### src/rtl/mlp_arbiter.sv
// Round-robin arbiter that shares one MLP engine among NumReq requesters.
// It issues each winner's init/start command and routes result beats back to the owner.
module mlp_arbiter #(
    parameter int NumReq      = 4,
    parameter int ResultBeats = 256,
    localparam int IdW        = (NumReq > 1) ? $clog2(NumReq) : 1
) (
    input  logic              clk_i,
    input  logic              rst_ni,
    input  logic [NumReq-1:0] req_valid_i,
    input  logic [NumReq-1:0] req_init_i,
    output logic [NumReq-1:0] gnt_o,
    output logic [IdW-1:0]    gnt_id_o,
    output logic [NumReq-1:0] done_o,
    output logic [NumReq-1:0] res_valid_o,
    output logic [7:0]        res_idx_o,
    output logic              busy_o,
    output logic              protocol_err_o,
    output logic              init_valid_o,
    output logic              start_valid_o,
    input  logic              init_ready_i,
    input  logic              start_ready_i,
    input  logic              result_valid_i
);

    typedef enum logic [2:0] {
        StIdle,
        StIssue,
        StWaitInit,
        StWaitResult,
        StDone
    } state_e;

    state_e           state_q, state_d;
    logic [IdW-1:0]   winner_q, winner_d;
    logic [IdW-1:0]   rr_ptr_q, rr_ptr_d;
    logic             op_init_q, op_init_d;
    logic [7:0]       cnt_q, cnt_d;
    logic             perr_q, perr_d;

    logic             found;
    logic [IdW-1:0]   pick;
    logic [IdW-1:0]   idx;

    // NumReq is a power of two, so IdW-bit wraparound gives the modulo rotation.
    always_comb begin
        found = 1'b0;
        pick  = '0;
        idx   = '0;
        for (int unsigned i = 0; i < NumReq; i++) begin
            idx = rr_ptr_q + IdW'(i);
            if (!found && req_valid_i[idx]) begin
                found = 1'b1;
                pick  = idx;
            end
        end
    end

    always_comb begin
        state_d       = state_q;
        winner_d      = winner_q;
        rr_ptr_d      = rr_ptr_q;
        op_init_d     = op_init_q;
        cnt_d         = cnt_q;
        perr_d        = perr_q | (result_valid_i && (state_q != StWaitResult));
        gnt_o         = '0;
        done_o        = '0;
        res_valid_o   = '0;
        init_valid_o  = 1'b0;
        start_valid_o = 1'b0;

        if (state_q != StIdle) begin
            gnt_o[winner_q] = 1'b1;
        end

        case (state_q)
            StIdle: begin
                if (found) begin
                    winner_d  = pick;
                    op_init_d = req_init_i[pick];
                    state_d   = StIssue;
                end
            end
            StIssue: begin
                if (op_init_q) begin
                    init_valid_o = 1'b1;
                    if (init_ready_i) state_d = StWaitInit;
                end else begin
                    start_valid_o = 1'b1;
                    if (start_ready_i) state_d = StWaitResult;
                end
            end
            StWaitInit: begin
                if (init_ready_i) state_d = StDone;
            end
            StWaitResult: begin
                if (result_valid_i) begin
                    res_valid_o[winner_q] = 1'b1;
                    if (cnt_q == 8'(ResultBeats - 1)) begin
                        cnt_d   = '0;
                        state_d = StDone;
                    end else begin
                        cnt_d = cnt_q + 8'd1;
                    end
                end
            end
            StDone: begin
                done_o[winner_q] = 1'b1;
                rr_ptr_d         = winner_q + 1'b1;
                state_d          = StIdle;
            end
            default: state_d = StIdle;
        endcase
    end

    always_ff @(posedge clk_i or negedge rst_ni) begin
        if (!rst_ni) begin
            state_q   <= StIdle;
            winner_q  <= '0;
            rr_ptr_q  <= '0;
            op_init_q <= 1'b0;
            cnt_q     <= '0;
            perr_q    <= 1'b0;
        end else begin
            state_q   <= state_d;
            winner_q  <= winner_d;
            rr_ptr_q  <= rr_ptr_d;
            op_init_q <= op_init_d;
            cnt_q     <= cnt_d;
            perr_q    <= perr_d;
        end
    end

    assign gnt_id_o       = winner_q;
    assign res_idx_o      = cnt_q;
    assign busy_o         = (state_q != StIdle);
    assign protocol_err_o = perr_q;

endmodule

### config.mk
export PLATFORM = sky130hd
export DESIGN_NAME = mlp_arbiter
export DESIGN_NICKNAME = d
export VERILOG_FILES = /design/src/rtl/mlp_arbiter.sv
export SDC_FILE = /design/constraint.sdc
export NUM_CORES = 1
export LEC_CHECK = 0
export CAP_MARGIN = 20
export CELL_PAD_IN_SITES_DETAIL_PLACEMENT = 0
export CELL_PAD_IN_SITES_GLOBAL_PLACEMENT = 2
export CORE_AREA = 2 2 64 66
export CTS_BUF_LIST = sky130_fd_sc_hd__clkbuf_8
export CTS_CLUSTER_DIAMETER = 120
export DETAILED_ROUTE_END_ITERATION = 16
export DIE_AREA = 0 0 66 68
export GPL_TIMING_DRIVEN = 1
export PLACE_DENSITY = 0.91
export SETUP_SLACK_MARGIN = 0.3
export SLEW_MARGIN = 15
export SYNTH_ARGS = -nofsm -noshare
export SYNTH_HDL_FRONTEND = slang
export SYNTH_SLANG_ARGS = --single-unit
### constraint.sdc
create_clock -name clk_i -period 2.4 [get_ports clk_i]
set_input_delay 0.48 -clock clk_i [delete_from_list [all_inputs] [get_ports clk_i]]
set_output_delay 0.48 -clock clk_i [all_outputs]
set_load 0.03 [all_outputs]
# [After elaboration in Yosys (flattened, before gate mapping)]
# Cells that the tools add are included.
[totals] ff_bits=17 input_bits=13 out_inout_bits=26 word_cells=81
[classes] add_sub_neg=5 magnitude_cmp=7 eq_ne=12 n_mux=37 n_bitwise=1 reduce_logical=13
[ops] operator="3-bit two-way mux" count=7
[ops] operator="2-bit by 3-bit less-than comparator with 1-bit output, second input constant" count=6
[ops] operator="4-bit two-way mux" count=4
[ops] operator="1-bit two-way mux" count=14
[ops] operator="3-bit case mux with 4 select lines" count=1
[ops] operator="1-bit binary-select mux with 2-bit select" count=5
[ops] operator="8-bit by 1-bit adder with 8-bit output, second input constant" count=1
[ops] operator="8-bit equality test, second input constant" count=1
[ops] operator="2-bit two-way mux" count=4
[ops] operator="8-bit two-way mux" count=1
[ops] operator="2-bit inequality test, second input constant" count=4
[ops] operator="3-bit by 2-bit equality test with 1-bit output, second input constant" count=2
[ops] operator="3-bit inequality test, second input constant" count=2
[ops] operator="6-bit AND reduction" count=1
[ops] operator="1-bit logical AND" count=5
[ops] operator="2-bit by 1-bit adder with 2-bit output, second input constant" count=2
[ops] operator="2-bit adder, second input constant" count=2
[ops] operator="2-bit AND reduction" count=2
[ops] operator="3-bit by 1-bit equality test with 1-bit output, second input constant" count=1
[ops] operator="3-bit equality test, second input constant" count=1
[ops] operator="1-bit zero test" count=3
[ops] operator="3-bit zero test" count=1
[ops] operator="3-bit by 2-bit inequality test with 1-bit output, second input constant" count=1
[ops] operator="3-bit nonzero test" count=1
[ops] operator="3 further kinds" count=3

# [Logic depth before layout (Yosys ltp)]
[depth] word_depth=14 mapped_depth=6 mapped_depth_nobuf=6

# [Least setup slack after synthesis]
# Ideal clock, no wire load.
[synth_timing] path_type="flip-flop to output port" from="register state_q[0]" to="output gnt_o[0]" t_arrival_ns=1.440 required_time_ns=1.920 path_slack_ns=0.480 path_stages_with_launch=5 path_cell_list="dfrtp_1 > buf_4 > nor3_1 > inv_1 > and2_1"
[synth_via] elab_chain_len=2
[synth_rtl] item="from (decl)" line="34" text="state_e state_q, state_d;"
[synth_rtl] item="from (signal assigned)" line="118" text="state_q <= StIdle;"
[synth_rtl] item="from (signal assigned)" line="125" text="state_q <= state_d;"
[synth_rtl] item="3-bit nonzero test"
[synth_rtl] item="named net busy_o" line="17" text="output logic busy_o,"
[synth_rtl] item="4-bit two-way mux" line="72" text="if (state_q != StIdle) begin"
[synth_rtl] item="to (decl)" line="12" text="output logic [NumReq-1:0] gnt_o,"
# The timed path passes the listed nets, and every way through them passes these cells.

# [Worst setup path in the final report]
[layout_timing] from="register state_q[1]" to="output gnt_o[1]"
[layout_via] elab_chain_len=2
[layout_rtl] item="3-bit nonzero test" line="72"
[layout_rtl] item="4-bit two-way mux" line="72"
# No other way between the ends.

==> summary.txt <==
Run status
  • Status: completed

Synth
  • Share of the yosys chip area belonging to registers: 39.95%
  • Syn Nets: 126
  • Synth top area cells: dfrtp_1 (40%), and2_1 (7.6%), ha_1 (5.9%)
  • Ys async rst share: 100.0%
  • Top cells by count, synth: dfrtp_1 (17), and2_1 (13), nor2_1 (6), o21ai_0 (6)
  • Most frequent cell after synthesis: dfrtp_1
  • Syn Inst Count: 108
  • Area leader, netlist: dfrtp_1
  • Warnings from Yosys: 0
  • Avg Inst Size Synth: 9.859 sq um
  • Synth unique cells: 37
  • Top-area cell type share of the netlist area: 39.95%
  • Synthesized flop and latch total: 17
  • Synthesized area: 1065 sq um
  • Top_reg_cell synth: dfrtp_1
  • Post-synth EDFFs: 0

Setup path
  • Reg2reg end: op_init_q
  • Worst path arrival time: 1.59 ns
  • Worst path max stage delay: 0.47 ns
  • CP required: 1.92 ns
  • Setup CP Type: reg -> out
  • Startpoint Class: flop
  • Worst-path cell chain: nor3_2 > inv_2 > and2_1 > dlygate4sd2_1
  • Worst reg2reg setup slack: 0.61 ns
  • R2R depth: 4
  • Worst r2r src: rr_ptr_q[1]
  • Setup crit end kind: output pin
  • Slowest cell on crit path: dfrtp_2
  • Worst Path Max Fanout: 9

Final layout
  • Layout Cells excl Fill: 205
  • Layout cells sized above 1: 25.16%
  • Multi-input logic area: 623.1 sq um
  • Post-route core utilization: 41.43%
  • N_diodes: 0
  • Synthesis-to-layout area growth: 50.06%
  • FF/Latch Area: 427.9 sq um
  • Fill cell count: 399
  • Nets: 174

Pwr
  • Peak supply drop: 0.5936 mV
  • Total power: 1.746 mW
  • Static leakage: 0.7075 nW
  • P per Cell Area: 1093 nW/um^2

Routing
  • DRT Pass-1 Iters: 4
  • Antenna Nets Post-Route: 0
  • Remaining DRCs: 0
  • Via count: 958
  • DR WL/cell: 11.93 microns
  • Routed Wire Length: 2445 microns
  • DR iter-0 viols: 25
  • Drt via density: 4.673

Timing
  • Worst slew pin tran: 0.7697 ns
  • Fin crit period: 2.069 ns
  • Clk_skew: 0.002394 ns
  • RSZ-0062 raised after global routing: yes
  • Hold Vio Cnt, Final: 0
  • Final worst slack: 0.3309 ns
  • Final Max Slew Viols: 0
  • Tcrit/Tclk final: 86.21%
  • Fmax: 483.3 MHz
  • Slew HR: 48.52%
  • Setup Total Neg Slack: 0 ns
  • Setup violators final: 0

Floorplanning
  • Die Y: 68 microns
  • Top Ports: 39
  • Die width: 66 microns
  • Core Box Area: 3856 sq um
  • Core Rows: 23
  • Die footprint: 4488 sq um
  • Initial Utilization: 27.61%

GRT
  • GRT overflow: 0
  • Initial antenna violation count: 0
  • GRT Util Overall: 11.76%
  • Largest net degree at the start of global routing: 18
  • Vias in the first global route: 930
  • First-pass GRT wire length: 4112 microns

Hold path
  • Hold Crit Class: reg -> reg
  • Hold EP: protocol_err_o
  • Hold_sp: protocol_err_o
  • Worst hold stages: 1

Job
  • Max-Cap Viols: 0

Clock tree
  • Worst-path clk slew: 0.07 ns
  • CTS tree: built
  • Clock H-tree levels: 1
  • CTS Buf Count: 3
  • Clock Latency Late Sink: 0.25 ns
  • Clock Tree Buf Depth: 2
  • CTS root buffer: clkbuf_8
  • # hold bufs at CTS: 0
  • Sinks on Clock Net: 17

Place
  • Placed Cells: 197
  • I/O Buffers: 38
  • Post-DP HPWL: 1872 microns
  • RD Place Congestion: 0.7436
  • Setup slack at placement: 0.07046 ns
==> report_power, final <==
group | switching [mW] | internal, mW
sequential | 0.150 | 0.386
combinational | 0.530 | 0.470
clock | 0.0956 | 0.115
==> cells in the final DEF (no fill, tap or decap), types with 3 or more instances in the layout <==
cell type / Yosys / routed
nand2_1: 5 / 5
clkbuf_8: 0 / 3
and2_1: 13 / 13
clkdlybuf4s50_1: 0 / 21
o21ai_0: 6 / 6
dlygate4sd2_1: 0 / 3
ha_1: 5 / 5
nor2_1: 6 / 6
xnor2_1: 3 / 3
mux2_2: 5 / 5
nor2b_1: 3 / 3
clkdlybuf4s15_2: 0 / 4
a21oi_1: 5 / 5
buf_4: 1 / 16
dfrtp_1: 17 / 15
mux2i_1: 3 / 3
==> through the flow <==
| step | hold WS, ns | cell area, sq um |
|---|---|---|
| final | 0.4895 | 1598 |
| after global routing | 0.5136 | 1598 |
| after CTS | 0.4943 | 1564 |
| after detailed placement | 0.4674 | 1501 |
| after global placement | 0.4635 | 1501 |
| after floorplan | 0.1844 | 1065 |
==> layout make-up <==
type | instances | area share [%]
Multi-Input combinational cell | 85 | 39.00
Clock buffer | 3 | 2.584
Tap cell | 50 | 3.915
Inverter | 3 | 0.7048
Clock inverter | 1 | 0.3132
Timing Repair Buffer | 46 | 26.70
Sequential cell | 17 | 26.78
==> worst max path at each step <==
stage,from,to,depth (start not counted)
4_1_cts,state_q[1],gnt_o[1],4
5_1_grt,state_q[1],gnt_o[1],4
3_3_place_gp,req_valid_i[0],state_q[0],6
6_report,state_q[1],gnt_o[1],4
2_1_floorplan,state_q[0],gnt_o[0],4
3_5_place_dp,req_valid_i[0],state_q[0],6
==> routing by layer <==
metal  vias up  part of all wire (%)  track usage (%)  wire, microns
met5         -                     0                0              0
met4         0                  0.25            1.531              6
met3         2                   5.7            3.618            139
met1       446                    44            14.21           1074
met2        25                    50            21.21           1225
li1        485                     -                -              -
==> worst max-delay path, delay by kind of cell (launching register included) <==
family / cells / cell delay, ns
buffers and inverters: 2 / 0.45
flip-flops: 1 / 0.47
AND/OR/NAND/NOR: 2 / 0.43
==> flip-flops by register name (all words and copies together) (netlist names) <==
register	flops
res_idx_o	8
op_init_q	1
gnt_id_o	2
rr_ptr_q	2
protocol_err_o	1
state_q	3
==> timing repair <==
action,CTS,global route
resized for setup,18,5
buffers inserted,1,3
pin swaps,1,3
setup endpoints to repair,11,13
==> kinds of logic (layout without fill, tap and decap cells) <==
group	Yosys count	after routing	share of synthesized area [%]
and+or+nand+nor	46	46	25.74
AOI/OAI and AO/OA	21	21	13.63
DFF	17	17	39.95
muxes	8	8	8.108
buffers and inverters	6	53	2.585
adders and majority gates	5	5	5.875
xor gates and xnor gates	5	5	4.114
No activity file was read; power rests on OpenSTA's default activity.
